`src/rtl/confirm_input_conditioner.sv`:
```
// Confirm-button and switch front end for the bulls-and-cows game FSM.
// Synchronises all inputs, debounces the button and emits one validated guess per press.

module confirm_input_conditioner #(
    parameter int SYNC_STAGES     = 2,
    parameter int DEBOUNCE_CYCLES = 1000000,
    parameter int CNT_W           = $clog2(DEBOUNCE_CYCLES)
) (
    input  logic        clock,
    input  logic        CPU_RESETN,
    input  logic        btn_raw,
    input  logic [15:0] sw_raw,
    output logic        btn_level,
    output logic        confirm_pulse,
    output logic [15:0] guess_out,
    output logic        guess_valid,
    output logic        guess_error
);

    typedef enum logic [1:0] {
        WAIT_PRESS,
        EMIT,
        WAIT_RELEASE
    } state_t;

    localparam logic [CNT_W-1:0] CNT_MAX = CNT_W'(DEBOUNCE_CYCLES - 1);

    logic [SYNC_STAGES-1:0]       btn_sync_q;
    logic [SYNC_STAGES-1:0][15:0] sw_sync_q;
    logic                         btn_sync;
    logic [15:0]                  sw_sync;
    logic [CNT_W-1:0]             db_cnt;
    logic                         db_level;
    state_t                       state;
    logic                         sw_distinct;

    // A legal guess has four pairwise-distinct hex digits.
    function automatic logic nibbles_distinct(input logic [15:0] w);
        return (w[3:0]   != w[7:4])   && (w[3:0]  != w[11:8])  &&
               (w[3:0]   != w[15:12]) && (w[7:4]  != w[11:8])  &&
               (w[7:4]   != w[15:12]) && (w[11:8] != w[15:12]);
    endfunction

    assign btn_sync    = btn_sync_q[SYNC_STAGES-1];
    assign sw_sync     = sw_sync_q[SYNC_STAGES-1];
    assign sw_distinct = nibbles_distinct(sw_sync);
    assign btn_level   = db_level;

    // NOTE: synchroniser flops are cleared too, so a button held through reset
    // must be re-synchronised and re-debounced before it can produce a pulse.
    always_ff @(posedge clock) begin
        if (!CPU_RESETN) begin
            btn_sync_q <= '0;
            sw_sync_q  <= '0;
        end else begin
            btn_sync_q <= {btn_sync_q[SYNC_STAGES-2:0], btn_raw};
            sw_sync_q  <= {sw_sync_q[SYNC_STAGES-2:0], sw_raw};
        end
    end

    // The level flips only after DEBOUNCE_CYCLES consecutive disagreeing samples.
    always_ff @(posedge clock) begin
        if (!CPU_RESETN) begin
            db_cnt   <= '0;
            db_level <= 1'b0;
        end else if (btn_sync == db_level) begin
            db_cnt <= '0;
        end else if (db_cnt == CNT_MAX) begin
            db_level <= btn_sync;
            db_cnt   <= '0;
        end else begin
            db_cnt <= db_cnt + 1'b1;
        end
    end

    // NOTE: outputs are assigned with <= alongside the state so the strobes are
    // registered and line up with the EMIT state; blocking here would race readers.
    always_ff @(posedge clock) begin
        if (!CPU_RESETN) begin
            state         <= WAIT_PRESS;
            confirm_pulse <= 1'b0;
            guess_valid   <= 1'b0;
            guess_error   <= 1'b0;
            guess_out     <= 16'h0000;
        end else begin
            confirm_pulse <= 1'b0;
            guess_valid   <= 1'b0;
            guess_error   <= 1'b0;
            case (state)
                WAIT_PRESS: begin
                    if (db_level) begin
                        state         <= EMIT;
                        confirm_pulse <= 1'b1;
                        guess_out     <= sw_sync;
                        guess_valid   <= sw_distinct;
                        guess_error   <= !sw_distinct;
                    end
                end
                EMIT: begin
                    state <= WAIT_RELEASE;
                end
                WAIT_RELEASE: begin
                    if (!db_level) begin
                        state <= WAIT_PRESS;
                    end
                end
                default: begin
                    state <= WAIT_PRESS;
                end
            endcase
        end
    end

endmodule
```
`config.mk`:
```
export PLATFORM = sky130hd
export DESIGN_NAME = confirm_input_conditioner
export DESIGN_NICKNAME = d
export VERILOG_FILES = /design/src/rtl/confirm_input_conditioner.sv
export SDC_FILE = /design/constraint.sdc
export NUM_CORES = 1
export LEC_CHECK = 0
export ABC_AREA = 1
export BUFFER_PORTS_ARGS = -buffer_cell sky130_fd_sc_hd__buf_2
export CAP_MARGIN = 20
export CORE_AREA = 2 2 72 125
export CTS_BUF_LIST = sky130_fd_sc_hd__clkbuf_2 sky130_fd_sc_hd__clkbuf_4 sky130_fd_sc_hd__clkbuf_8
export DETAILED_ROUTE_END_ITERATION = 7
export DIE_AREA = 0 0 74 127
export GPL_TIMING_DRIVEN = 0
export PLACE_DENSITY_LB_ADDON = 0.08
export SETUP_SLACK_MARGIN = 0.1
export SYNTH_ARGS = -nofsm -noshare
export SYNTH_HDL_FRONTEND = slang
export SYNTH_SLANG_ARGS = --single-unit
```
`constraint.sdc`:
```
create_clock -name clock -period 1.4 [get_ports clock]
set_input_delay 0.14 -clock clock [delete_from_list [all_inputs] [get_ports clock]]
set_output_delay 0.14 -clock clock [all_outputs]
set_load 0.05 [all_outputs]
```
==> results.tsv, run 1 <==
stage	metric	value	unit
clock_tree	worst-skew pair later-pin latency	0.35	ns
final_layout	most frequent cells in the layout	140 x nand2_1, 67 x inv_1, 62 x dfxtp_1, 40 x nor2_1, 38 x buf_2	
final_layout	Synth-to-Final Area Change	28.83	%
synthesis	Syn. warnings	0	
placement	hpwl dp	5.428	mm
sta	Period minus WS final	1.302	ns
grt	vias in the first global route	2731	
sta	Slew HR	67.08	%
synthesis	sequential element share of the synthesized area	48.89	%
worst_setup_path	crit-path cells	ha_4, nand3_4, nor3_4, nand2_2, nand2_4, buf_12, nor2_2	
final_layout	Final #Nets	536	
final_layout	final instance area	0.004009	mm²
clock_tree	number of CTS-inserted buffers	9	
die	Row Count	44	
pwr	sw frac	23.00	%
routing	wire per inst	11.32	µm
worst_setup_path	worst path arrival time	1.54	ns
synthesis	Synth area leaders	dfxtp_1 49%, nand2_1 17%, inv_1 8.2%	
routing	DR vias	2788	
pwr	Seq pwr share	53.1	%
routing	antenna-violating nets left	0	
sta	Slew Limit Fails	0	
sta	worst setup margin	0.09775	ns
die	core box area	0.008313	mm²
clock_tree	Sink Count	76	
synthesis	Post-Synth Adder-Cell Area	0.4021	%
final_layout	Multi-input gate area	0.001346	mm²
placement	IO buf count	37	
grt	global route overflow	0	
final_layout	most common cell after layout, fill and taps aside	nand2_1	
synthesis	Synth Cell Area	0.003112	mm²
synthesis	Cell variety after synth	25	
worst_setup_path	CP startpoint kind	flip-flop	
clock_tree	CTS H-tree depth	3	
routing	final wirelength	7.201	mm
grt	first-pass GRT wire length	11.83	mm
sta	Hold Violations, Final	0	
routing	# DRC	0	
pwr	worst vdd ir	518.6	µV
placement	RD Place Congestion	0.9244	
routing	Initial DRT Pass Iterations	4	
routing	Starting DRT DRC Count	103	
pwr	Comb power frac	6.6	%
status	status	completed	
pwr	leakage power	1.942	nW
pwr	PD cells	1048	mW/mm²
pwr	Clock power frac	40.4	%
placement	Placement Cell Area	0.003476	mm²
die	die height	127	µm
clock_tree	CTS tree	yes	
hold_path	Tightest Hold Check Type	input pin to flip-flop	
worst_setup_path	crit path max fanout	10	
clock_tree	Worst-path clk slew	0.08	ns
die	die footprint	0.009398	mm²
worst_setup_path	CP max stage cell	dfxtp_2	
die	Top-Level Pins	39	
die	Starting Density	37.43	%
worst_setup_path	Req. time, crit path	1.64	ns
pwr	Int Pwr	3.236	mW
worst_setup_path	max incr delay on CP	0.36	ns
die	Die Wd	74	µm
synthesis	simple-gate share of the synthesized area	31.08	%
synthesis	Synth top area share	48.89	%
placement	pre-CTS setup slack	-0.1219	ns
sta	Final setup viols	0	
synthesis	Post-Synth XOR/XNOR Area	2.252	%
grt	largest net degree at the start of global routing	13	
worst_setup_path	CP Capture Type	flip-flop	
sta	fin crit share	93.02	%
final_layout	fill count	849	
sta	RSZ-0062 raised after global routing	true	
sta	worst slew pin tran	0.4938	ns
synthesis	cells after synthesis	439	
final_layout	share of layout cells above drive strength 1	21.69	%
routing	via/cell ratio	4.384	
synthesis	syn_area_per_cell	7.088	µm²
pwr	Switch Pwr	966.5	µW
synthesis	Synth area leader	dfxtp_1	
synthesis	Mapped Nets	459	
synthesis	compound-gate portion of the synthesized area	7.238	%
sta	clk_skew	0.009184	ns
synthesis	largest family of logic cells by synthesized area	simple AND/OR/NAND/NOR gates	
grt	initial antenna violation count	0	
synthesis	post-synthesis mux area share	0	%
grt	GR Util All Layers	17.04	%
final_layout	Register Area	0.001541	mm²
final_layout	diodes inserted	0	
synthesis	Synth Register Bits	76	
clock_tree	Max Buffers Root-to-Sink	2	
run	Max-cap violations	0	
clock_tree	CTS Root Cell	clkbuf_8	
worst_setup_path	crit path kind	flip-flop to flip-flop	
sta	fmax	0.7679	GHz
## per-stage QoR
stage	hold WS [ns]	util (%)	TNS [ns]	std cells	power, mW
2_1_floorplan	0.2376	-	0	439	2.440
3_3_place_gp	0.3214	41.81	-0.9846	591	2.518
3_5_place_dp	0.3255	41.81	-1.154	591	2.522
4_1_cts	0.07373	47.37	0	634	4.282
5_1_grt	0.1018	48.22	0	636	4.418
6_report	0.09438	48.22	0	636	4.202
## timing repair
| item | in CTS | in global routing |
|---|---|---|
| buffers inserted | 10 | 2 |
| endpoints found under the hold margin | 17 | 0 |
| resized for setup | 10 | 23 |
| pin swaps | 3 | 2 |
| endpoints found under the setup margin | 34 | 35 |
| hold buffers | 17 | 0 |
## layout make-up
cell class	count	area share, %
Tap cell	115	3.589
Clock buffer	11	3.777
Multi-Input combinational cell	284	33.58
Sequential cell	76	38.45
Clock inverter	5	1.248
Buffer	10	1.685
Inverter	69	6.461
Timing Repair Buffer	66	11.20
## worst max-delay path, delay by kind of cell, from the launching register on
family        cells  cell delay [ns]
simple gates      5             0.54
flops             1             0.36
buf+inv           1             0.15
fa+ha+maj         1             0.14
## flip-flops by register name, summed over array words and instances (netlist names)
signal	flops
btn_level	1
btn_sync_q	2
confirm_pulse	1
db_cnt	20
guess_error	1
guess_out	16
guess_valid	1
state	2
sw_sync	16
sw_sync_q	16
## power by group through the flow
stage / combinational (mW) / sequential, mW / clock (mW)
2_1_floorplan: 0.163 / 2.28 / 0
3_3_place_gp: 0.236 / 2.28 / 0
3_5_place_dp: 0.239 / 2.28 / 0
4_1_cts: 0.281 / 2.23 / 1.77
5_1_grt: 0.318 / 2.24 / 1.87
6_report: 0.276 / 2.23 / 1.70
## layer usage
metal	share of wire (%)	vias to the layer above	GRT usage, %
li1	-	1480	-
met1	36	1231	15.59
met2	55	46	30.88
met3	1.8	31	2.366
met4	7.0	0	14.97
met5	0	-	0
## logic make-up after synthesis
family                   Yosys count
AO/OA/AOI/OAI                     44
XOR/XNOR                           8
adder cells (fa/ha/maj)            1
buffers and inverters             79
flip-flops                        76
AND/OR/NAND/NOR                  231
## synth_stat cells (all sizes together)
| library cell | number |
|---|---|
| a21oi | 25 |
| buf | 3 |
| clkbuf | 7 |
| dfxtp | 76 |
| ha | 1 |
| inv | 69 |
| nand2 | 145 |
| nand3 | 15 |
| nand3b | 1 |
| nand4 | 7 |
| nor2 | 56 |
| nor3 | 4 |
| o21a | 1 |
| o21ai | 17 |
| o21bai | 1 |
| or2 | 3 |
| xnor2 | 5 |
| xor2 | 3 |
## worst paths after layout
path                  from             to  slack [ns]  cells past startpoint
max              db_cnt[0]      db_cnt[9]         0.1                      7
min             CPU_RESETN  guess_out[15]        0.09                      3
max reg2reg      db_cnt[0]      db_cnt[9]         0.1                      7
min reg2reg  sw_sync_q[14]    sw_sync[14]        0.41                      2
(Power assumes the default switching activity.)
==> run 2, diff against run 1 <==
Settings changed: CORE_AREA 2 2 72 125 to 2 2 131 69, DIE_AREA 0 0 74 127 to 0 0 133 71.
==> results.tsv, run 2 (synthesis results as in run 1) <==
stage	metric	value	unit
status	status	completed	
worst_setup_path	worst path arrival time	1.61	ns
worst_setup_path	crit path kind	flip-flop to flip-flop	
worst_setup_path	crit path max fanout	10	
final_layout	max reg flops	20	
pwr	Comb power frac	6.6	%
hold_path	Tightest Hold Check Type	input pin to flip-flop	
final_layout	share of layout cells above drive strength 1	22.20	%
die	die height	71	µm
clock_tree	CTS H-tree depth	3	
grt	vias in the first global route	2362	
final_layout	most frequent cells in the layout	141 x nand2_1, 67 x inv_1, 60 x dfxtp_1, 39 x nor2_1, 39 x buf_2	
grt	first-pass GRT wire length	12.32	mm
grt	largest net degree at the start of global routing	14	
routing	via/cell ratio	4.288	
worst_setup_path	max incr delay on CP	0.38	ns
sta	Period minus WS final	1.352	ns
worst_setup_path	Req. time, crit path	1.66	ns
pwr	PD cells	1052	mW/mm²
worst_setup_path	stages on the worst setup path	7	
clock_tree	Max Buffers Root-to-Sink	2	
clock_tree	Sink Count	76	
worst_setup_path	CP endpoint	db_cnt[17]	
pwr	Switch Pwr	1.002	mW
sta	fin crit share	96.54	%
pwr	Seq pwr share	53.2	%
grt	global route overflow	0	
run	Max-cap violations	0	
routing	wire per inst	11.83	µm
routing	final wirelength	7.511	mm
worst_setup_path	Worst R2R Start	db_cnt[0]	
pwr	sw frac	23.85	%
routing	Initial DRT Pass Iterations	4	
final_layout	most common cell after layout, fill and taps aside	nand2_1	
pwr	Clock power frac	40.2	%
die	Row Count	24	
die	core box area	0.008378	mm²
routing	Starting DRT DRC Count	207	
final_layout	Final #Nets	533	
clock_tree	worst-skew pair later-pin latency	0.36	ns
placement	RD Place Congestion	0.9022	
worst_setup_path	crit-path cells	ha_4, nand3_4, nor3_4, nand2_2, nand2_4, buf_12, nor2_2	
sta	worst slew pin tran	0.5126	ns
die	Starting Density	37.14	%
worst_setup_path	r2r worst-path depth	7	
final_layout	final instance area	0.003993	mm²
sta	fmax	0.7399	GHz
clock_tree	CTS tree	yes	
routing	antenna-violating nets left	0	
final_layout	diodes inserted	0	
worst_setup_path	CP Capture Type	flip-flop	
placement	hpwl dp	5.694	mm
clock_tree	number of CTS-inserted buffers	9	
worst_setup_path	RR Endpoint	db_cnt[17]	
grt	GR Util All Layers	17.32	%
worst_setup_path	CP max stage cell	dfxtp_4	
final_layout	largest register by flop count	db_cnt	
sta	Hold Violations, Final	0	
pwr	Int Pwr	3.198	mW
worst_setup_path	crit-path leading delay family	simple AND/OR/NAND/NOR gates	
sta	total negative slack	0	ns
die	Top-Level Pins	39	
clock_tree	Worst-path clk slew	0.08	ns
sta	Slew HR	65.82	%
grt	initial antenna violation count	0	
sta	RSZ-0062 raised after global routing	true	
pwr	worst vdd ir	469.1	µV
die	die footprint	0.009443	mm²
sta	Slew Limit Fails	0	
routing	DR vias	2723	
pwr	leakage power	1.928	nW
die	Die Wd	133	µm
routing	# DRC	0	
worst_setup_path	Worst Setup SP	db_cnt[0]	
clock_tree	CTS Root Cell	clkbuf_8	
final_layout	Synth-to-Final Area Change	28.31	%
worst_setup_path	reg-to-reg setup timing slack	0.05	ns
placement	IO buf count	37	
worst_setup_path	crit path buf inv count	1	
placement	Placement Cell Area	0.003478	mm²
sta	Final setup viols	0	
worst_setup_path	CP startpoint kind	flip-flop	
sta	clk_skew	0.005660	ns
## run 2: worst register-to-register path: stages, from the launching register on
cell     delay [ns]
dfxtp_4        0.38
ha_4           0.15
nand3_4        0.11
nor3_4         0.18
nand2_2        0.10
nand2_4        0.14
buf_12         0.16
nor2_2         0.04
## run 2: layout make-up
class / count / area [µm²]
sequential: 76 / 1544
clock inverter: 6 / 62.56
tap: 117 / 146.4
buffer: 10 / 61.31
multi-input combinational: 284 / 1346
inverter: 69 / 259.0
clock buffer: 10 / 137.6
timing repair buffer: 63 / 435.4
fill: 871 / 4385
## run 2: what timing repair did
item                                   CTS  global route
gates resized for setup                 19            13
endpoints found under the hold margin   17             0
cloned                                   0             0
setup endpoints to repair               34            36
setup buffers                            6             3
hold buffers                            17             0
pin swaps                                3             1
## run 2: worst min-delay path by stage
stage	startpoint	end	slack (ns)	cells after the start
after CTS	CPU_RESETN	guess_out[15]	0.12	3
final	CPU_RESETN	guess_out[15]	0.15	3
after global routing	CPU_RESETN	guess_out[15]	0.15	3
after global placement	sw_raw[11]	sw_sync_q[11]	0.32	3
after detailed placement	sw_raw[4]	sw_sync_q[4]	0.32	3
after floorplan	btn_raw	btn_sync_q[0]	0.24	2
## run 2: per-stage QoR
step	setup slack, ns	hold WS [ns]	util (%)	total power [mW]	cells
6_report	0.04848	0.1475	47.66	4.200	635
5_1_grt	-0.05372	0.1516	47.66	4.416	635
4_1_cts	0.04175	0.1226	47.15	4.252	632
3_5_place_dp	-0.1069	0.3247	41.52	2.520	593
3_3_place_gp	-0.09083	0.3208	41.52	2.517	593
2_1_floorplan	0.09762	0.2376	-	2.440	439
## run 2: per-layer routing
metal / routed length, µm / global-route usage, %
met1: 4702 / 30.18
met2: 2228 / 17.67
met3: 513 / 5.878
met4: 68 / 5.018
met5: 0 / 0
## run 2: power by group through the flow
| stage | sequential (mW) | clock (mW) | combinational, mW |
|---|---|---|---|
| after floorplan | 2.28 | 0 | 0.163 |
| after global placement | 2.29 | 0 | 0.232 |
| after detailed placement | 2.29 | 0 | 0.234 |
| after CTS | 2.23 | 1.74 | 0.275 |
| after global routing | 2.24 | 1.86 | 0.319 |
| final | 2.23 | 1.69 | 0.276 |
